File: src/rtl/id_ex_stage_pkg.sv
// Shared hold-control/bus defines plus opcode constants and decode helpers for the ID/EX stage.
// The hold-field encodings below are common to every pipeline register driven by the hold controller.
`ifndef ID_EX_STAGE_DEFINES
`define ID_EX_STAGE_DEFINES
`define HOLD_CTRL_BUS 7:0
`define HOLD_NO       2'b00
`define HOLD_WAIT     2'b01
`define HOLD_FLUSH    2'b10
`define INST_BUS      31:0
`define INST_ADDR_BUS 31:0
`define NOP_INST_WORD 32'h00000013
`endif

package id_ex_stage_pkg;

    localparam logic [6:0] OPC_LUI    = 7'b0110111;
    localparam logic [6:0] OPC_AUIPC  = 7'b0010111;
    localparam logic [6:0] OPC_JAL    = 7'b1101111;
    localparam logic [6:0] OPC_JALR   = 7'b1100111;
    localparam logic [6:0] OPC_BRANCH = 7'b1100011;
    localparam logic [6:0] OPC_LOAD   = 7'b0000011;
    localparam logic [6:0] OPC_STORE  = 7'b0100011;
    localparam logic [6:0] OPC_OPIMM  = 7'b0010011;
    localparam logic [6:0] OPC_OP     = 7'b0110011;
    localparam logic [6:0] OPC_FENCE  = 7'b0001111;
    localparam logic [6:0] OPC_SYSTEM = 7'b1110011;

    function automatic logic writes_rd(input logic [6:0] opc);
        case (opc)
            OPC_OP, OPC_OPIMM, OPC_LOAD, OPC_LUI,
            OPC_AUIPC, OPC_JAL, OPC_JALR: writes_rd = 1'b1;
            default:                      writes_rd = 1'b0;
        endcase
    endfunction

    // Only R/S/B formats actually read rs2; other formats reuse those bits for immediates.
    function automatic logic uses_rs2(input logic [6:0] opc);
        case (opc)
            OPC_OP, OPC_STORE, OPC_BRANCH: uses_rs2 = 1'b1;
            default:                       uses_rs2 = 1'b0;
        endcase
    endfunction

    function automatic logic is_legal(input logic [31:0] inst);
        logic opc_ok;
        case (inst[6:0])
            OPC_LUI, OPC_AUIPC, OPC_JAL, OPC_JALR, OPC_BRANCH, OPC_LOAD,
            OPC_STORE, OPC_OPIMM, OPC_OP, OPC_FENCE, OPC_SYSTEM: opc_ok = 1'b1;
            default:                                             opc_ok = 1'b0;
        endcase
        is_legal = opc_ok && (inst[1:0] == 2'b11);
    endfunction

endpackage

File: src/rtl/id_ex_stage_imm_gen.sv
// Combinational RV32I immediate builder; the result is registered by id_ex_stage.
module imm_gen
    import id_ex_stage_pkg::*;
(
    input  logic [31:0] inst_i,
    output logic [31:0] imm_o
);

    // Select the immediate format from the opcode.
    always_comb begin
        imm_o = 32'd0;
        case (inst_i[6:0])
            OPC_OPIMM, OPC_LOAD, OPC_JALR: imm_o = {{20{inst_i[31]}}, inst_i[31:20]};
            OPC_STORE:                     imm_o = {{20{inst_i[31]}}, inst_i[31:25], inst_i[11:7]};
            OPC_BRANCH:                    imm_o = {{19{inst_i[31]}}, inst_i[31], inst_i[7],
                                                    inst_i[30:25], inst_i[11:8], 1'b0};
            OPC_LUI, OPC_AUIPC:            imm_o = {inst_i[31:12], 12'd0};
            OPC_JAL:                       imm_o = {{11{inst_i[31]}}, inst_i[31], inst_i[19:12],
                                                    inst_i[20], inst_i[30:21], 1'b0};
            default:                       imm_o = 32'd0;
        endcase
    end

endmodule

File: src/rtl/id_ex_stage.sv
// Decode stage and ID/EX pipeline register with hold/flush handling and load-use stall request.
// Optional feature macro: ID_EX_ILLEGAL_TRAP_EN (adds registered illegal_o).
module id_ex_stage
    import id_ex_stage_pkg::*;
#(
    parameter int          HOLD_IDX = 2,
    parameter logic [31:0] NOP_INST = `NOP_INST_WORD
)(
    input  logic                  clk,
    input  logic                  rst_n,
    input  logic [`INST_BUS]      inst_i,
    input  logic [`INST_ADDR_BUS] inst_addr_i,
    input  logic [`HOLD_CTRL_BUS] hold_i,
    input  logic [31:0]           rs1_data_i,
    input  logic [31:0]           rs2_data_i,
    output logic [4:0]            rs1_addr_o,
    output logic [4:0]            rs2_addr_o,
    output logic                  stall_req_o,
    output logic [31:0]           inst_o,
    output logic [31:0]           inst_addr_o,
    output logic [31:0]           op1_o,
    output logic [31:0]           op2_o,
    output logic [31:0]           imm_o,
    output logic [4:0]            rd_addr_o,
    output logic                  rd_we_o,
    output logic                  mem_rd_o,
    output logic                  valid_o
`ifdef ID_EX_ILLEGAL_TRAP_EN
    ,
    output logic                  illegal_o
`endif
);

    logic [1:0]  hold_field_s;
    logic [31:0] imm_s;
    logic        illegal_s;
    logic [31:0] inst_d, inst_q, inst_addr_d, inst_addr_q;
    logic [31:0] op1_d, op1_q, op2_d, op2_q, imm_d, imm_q;
    logic [4:0]  rd_d, rd_q;
    logic        rd_we_d, rd_we_q, mem_rd_d, mem_rd_q, valid_d, valid_q;
`ifdef ID_EX_ILLEGAL_TRAP_EN
    logic        illegal_d, illegal_q;
    assign illegal_s = !is_legal(inst_i);
    assign illegal_o = illegal_q;
`else
    assign illegal_s = 1'b0;
`endif

    imm_gen u_imm_gen (
        .inst_i (inst_i),
        .imm_o  (imm_s)
    );

    assign hold_field_s = hold_i[HOLD_IDX*2 +: 2];
    assign rs1_addr_o   = inst_i[19:15];
    assign rs2_addr_o   = inst_i[24:20];

    // A load in EX whose rd feeds the instruction now in ID cannot forward in time.
    assign stall_req_o = valid_q & mem_rd_q & (rd_q != 5'd0) &
                         ((rd_q == rs1_addr_o) |
                          (uses_rs2(inst_i[6:0]) & (rd_q == rs2_addr_o)));

    // Next-state selection: flush > wait > stall bubble > capture.
    always_comb begin
        inst_d      = inst_q;
        inst_addr_d = inst_addr_q;
        op1_d       = op1_q;
        op2_d       = op2_q;
        imm_d       = imm_q;
        rd_d        = rd_q;
        rd_we_d     = rd_we_q;
        mem_rd_d    = mem_rd_q;
        valid_d     = valid_q;
`ifdef ID_EX_ILLEGAL_TRAP_EN
        illegal_d   = illegal_q;
`endif
        if ((hold_field_s == `HOLD_FLUSH) || ((hold_field_s == `HOLD_NO) && stall_req_o)) begin
            inst_d      = NOP_INST;
            inst_addr_d = inst_addr_i;
            op1_d       = 32'd0;
            op2_d       = 32'd0;
            imm_d       = 32'd0;
            rd_d        = 5'd0;
            rd_we_d     = 1'b0;
            mem_rd_d    = 1'b0;
            valid_d     = 1'b0;
`ifdef ID_EX_ILLEGAL_TRAP_EN
            illegal_d   = 1'b0;
`endif
        end else if (hold_field_s == `HOLD_NO) begin
            inst_d      = inst_i;
            inst_addr_d = inst_addr_i;
            op1_d       = rs1_data_i;
            op2_d       = rs2_data_i;
            imm_d       = imm_s;
            rd_d        = inst_i[11:7];
            rd_we_d     = writes_rd(inst_i[6:0]) & (inst_i[11:7] != 5'd0) & ~illegal_s;
            mem_rd_d    = (inst_i[6:0] == OPC_LOAD) & ~illegal_s;
            valid_d     = 1'b1;
`ifdef ID_EX_ILLEGAL_TRAP_EN
            illegal_d   = illegal_s;
`endif
        end else begin
            valid_d     = valid_q;
        end
    end

    // ID/EX register bank; reset leaves a non-valid NOP in the stage.
    always_ff @(posedge clk or negedge rst_n) begin
        if (!rst_n) begin
            inst_q      <= NOP_INST;
            inst_addr_q <= 32'd0;
            op1_q       <= 32'd0;
            op2_q       <= 32'd0;
            imm_q       <= 32'd0;
            rd_q        <= 5'd0;
            rd_we_q     <= 1'b0;
            mem_rd_q    <= 1'b0;
            valid_q     <= 1'b0;
`ifdef ID_EX_ILLEGAL_TRAP_EN
            illegal_q   <= 1'b0;
`endif
        end else begin
            inst_q      <= inst_d;
            inst_addr_q <= inst_addr_d;
            op1_q       <= op1_d;
            op2_q       <= op2_d;
            imm_q       <= imm_d;
            rd_q        <= rd_d;
            rd_we_q     <= rd_we_d;
            mem_rd_q    <= mem_rd_d;
            valid_q     <= valid_d;
`ifdef ID_EX_ILLEGAL_TRAP_EN
            illegal_q   <= illegal_d;
`endif
        end
    end

    assign inst_o      = inst_q;
    assign inst_addr_o = inst_addr_q;
    assign op1_o       = op1_q;
    assign op2_o       = op2_q;
    assign imm_o       = imm_q;
    assign rd_addr_o   = rd_q;
    assign rd_we_o     = rd_we_q;
    assign mem_rd_o    = mem_rd_q;
    assign valid_o     = valid_q;

endmodule
File: config.mk
export PLATFORM = sky130hd
export DESIGN_NAME = id_ex_stage
export DESIGN_NICKNAME = d
export VERILOG_FILES = /design/src/rtl/id_ex_stage_pkg.sv /design/src/rtl/id_ex_stage_imm_gen.sv /design/src/rtl/id_ex_stage.sv
export SDC_FILE = /design/constraint.sdc
export NUM_CORES = 1
export LEC_CHECK = 0
export BUFFER_PORTS_ARGS = -buffer_cell sky130_fd_sc_hd__buf_2
export CORE_ASPECT_RATIO = 1.25
export CORE_MARGIN = 5
export CORE_UTILIZATION = 53
export CTS_CLUSTER_DIAMETER = 100
export DETAILED_ROUTE_END_ITERATION = 8
export PLACE_DENSITY_LB_ADDON = 0.2
export SLEW_MARGIN = 20
export SYNTH_ARGS = -nofsm -noshare
export SYNTH_HDL_FRONTEND = slang
export SYNTH_HIERARCHICAL = 1
export SYNTH_SLANG_ARGS = --single-unit
File: constraint.sdc
create_clock -name clk -period 3.6 [get_ports clk]
set_clock_uncertainty 0.05 [all_clocks]
set_input_delay 0.72 -clock clk [delete_from_list [all_inputs] [get_ports clk]]
set_output_delay 0.72 -clock clk [all_outputs]
set_load 0.02 [all_outputs]
==> results.txt <==
clock group share of total power -> 37.8%
met1 usage -> 34.9%
layout cell share with drive strength beyond 1 -> 39.0%
crit path DAT -> 2000 ps
Net Sw Frac -> 30.6%
Cell Chain, Critical Path -> buf_2 -> a21boi_0 -> nand4_1 -> o22a_1 -> nor2_1 -> buf_2
leak pwr -> 4.63 nW
fin crit share -> 77.0%
initial antenna violation count -> 1
worst reg2reg path depth -> 5
max cap viols -> 0
Die Wd -> 120 um
unrepaired setup endpoints after global routing -> no
Power per Cell Area -> 495 mW/mm^2
count of final hold-check violations -> 0
Fin Setup TNS -> 0 ps
Worst Path Required -> 2830 ps
clock slew at reported path FFs -> 70 ps
Fmax achieved -> 0.361 GHz
Routed WL -> 24200 um
Post-DRT Antenna Nets -> 0
post-synth net total -> 927
register area -> 0.00408 sq mm
CTS sink cnt -> 163
port bufs -> 310
routability cong. -> 0.815
CP Launch Point -> inst_i[5]
initial core utilization -> 53.4%
Die ar. -> 0.0176 sq mm
critical-path maximum fanout -> 14
sequential fraction of design power -> 42.4%
final slew viol count -> 0
Worst-Margin Slew -> 642 ps
routed via count -> 7479
cell family with most CP delay -> compound AO/OA/AOI/OAI gates
Mapped Area -> 0.00796 sq mm
Sw Pwr -> 0.00152 W
Root Driver -> clkbuf_16
Crit. End Element -> output pin
Vert. Die Dim -> 147 um
later-pin clock latency in the skew report -> 430 ps
Via-to-Cell Ratio -> 6.10
final worst slack -> 828 ps
Mean Syn Cell Area -> 10.1 sq um
number of enable flip-flop cells after synthesis -> 0
final std cells w/o fill -> 1226
largest net degree at the start of global routing -> 140
overall routing resource usage -> 27.2%
drt pass-1 iters -> 6
final setup vio count -> 0
Pint -> 0.00346 W
register area share after synthesis -> 51.3%
CP Class -> input port to output pin
H-tree depth -> 4
Max transition margin -> 57.1%
Startpoint Class -> input port
CTS tree -> done
CTS Buffer Depth -> 2
CP Depth -> 6
core area -> 0.0149 sq mm
row count -> 50
slowest stage delay, CP -> 320 ps
Final Util -> 67.6%
wire per inst -> 19.8 um
global-route wire length before repair -> 38600 um
flop and latch count out of synthesis -> 163
Comb pwr share -> 19.8%
HPWL Detailed -> 16200 um
routing usage on met2 -> 44.1%
multi-input logic area -> 0.00341 sq mm
setup bufs post-CTS -> 0
final global-route overflow total -> 0
CTS Buf Count -> 17
GR Layer Usage met3 -> 7.70%
FF-to-FF End -> op2_o[7]
Critical path buffers and inverters -> 2
Post-CTS Hold Fix Bufs -> 0
remaining routing DRC violations -> 0
worst flop-to-flop path startpoint -> inst_o[8]
# resized after CTS -> 0
status -> finished, final reports clean
Critical Path Sink -> stall_req_o
Peak VDD IR -> 0.274 mV
vias in the first global route -> 7152
critical path's slowest cell -> o22a_1
cells after synthesis -> 789
final net count -> 1168
fin crit period -> 2770 ps
ys flop type -> dfrtp_1
Iteration-0 DRC Markers -> 769
ys async rst share -> 100%
Synth-to-Final Area Change -> 26.5%
Synth cell types -> 54
gr busiest metal -> met2
Hold Crit Class -> input port to asynchronous set/reset pin
flop2flop setup slack -> 1270 ps
Setup Slack @ Placement -> 824 ps
most frequent CP cell -> buf_2
DP Cell Count -> 1193
Synth Warn # -> 6
Ports -> 317
fillers -> 1182
-- kinds of logic after synthesis --
| group | share of synthesized area (%) |
|---|---|
| AO/OA/AOI/OAI | 26.5 |
| XOR/XNOR | 1.10 |
| multiplexers | 4.65 |
| buffers and inverters | 6.24 |
| AND/OR/NAND/NOR | 10.2 |
| flip-flops | 51.3 |
-- final cells by class --
cell class | instances | share of cell area, %
sequential | 163 | 40.6
multi-input combinational | 524 | 33.9
timing repair buffer | 320 | 17.1
clock buffer | 18 | 4.26
tap | 182 | 2.26
clock inverter | 14 | 1.75
inverter | 4 | 0.149
antenna | 1 | 0.0249
-- metal layers --
metal / part of all wire (%) / routed length, um
met5: 0.029 / 7
met1: 39 / 9340
met2: 51 / 12300
met3: 8.2 / 1980
met4: 2.5 / 617
-- per-stage QoR --
step	power [W]	hold slack [ps]	instance area (sq um)
5_1_grt	0.00519	267	10100
3_5_place_dp	0.00314	423	9460
2_1_floorplan	0.00271	374	7960
6_report	0.00498	228	10100
4_1_cts	0.00502	247	10100
3_3_place_gp	0.00312	414	9460
-- Yosys cell counts, drive strengths merged (6+ instances only) --
cell type | n | share of area (%)
a21o | 8 | 0.88
a22o | 7 | 0.77
a32oi | 125 | 14
buf | 39 | 3.3
clkbuf | 59 | 2.8
dfrtp | 160 | 50
mux2 | 32 | 4.5
nand2 | 129 | 6.1
nand3 | 17 | 1.1
nor2 | 6 | 0.28
o21ai | 139 | 8.7
xnor2 | 10 | 1.1
-- how the worst min path moves through the flow --
stage / from / slack (ps) / end
3_3_place_gp: inst_o[25] / 410 / inst_o[25]
3_5_place_dp: inst_o[25] / 420 / inst_o[25]
4_1_cts: rst_n / 250 / inst_addr_o[20]
2_1_floorplan: rst_n / 370 / imm_o[0]
6_report: rst_n / 230 / inst_addr_o[20]
5_1_grt: rst_n / 270 / inst_addr_o[20]
-- layout by cell type, fill, tap and decap left out, drive strengths merged, types with 3 or more instances in the layout --
cell type and n:
and2b 3, a32oi 125, dfrtp 160, clkbuf 18
nor2b 4, buf 320, mux2 32, nand3 17
a21o 8, o21ai 139, xnor2 10, clkinvlp 5
inv 8, nor2 6, a22o 7, a21oi 4
nand2 129, and3b 3, bufinv 3, dfstp 3
-- flip-flops by register name, summed over array words and instances, names as in the netlist --
signal       count
imm_o           32
inst_addr_o     32
inst_o          32
op1_o           32
op2_o           32
mem_rd_o         1
rd_we_o          1
valid_o          1
-- power groups by stage --
stage	clock [W]	combinational, W	sequential [W]
finish	0.00188	0.000988	0.00211
global route	0.00199	0.00107	0.00213
CTS	0.00191	0.000998	0.00211
detailed placement	0	0.000997	0.00214
global placement	0	0.000980	0.00214
floorplan	0	0.000349	0.00236
(Power assumes the default switching activity.)
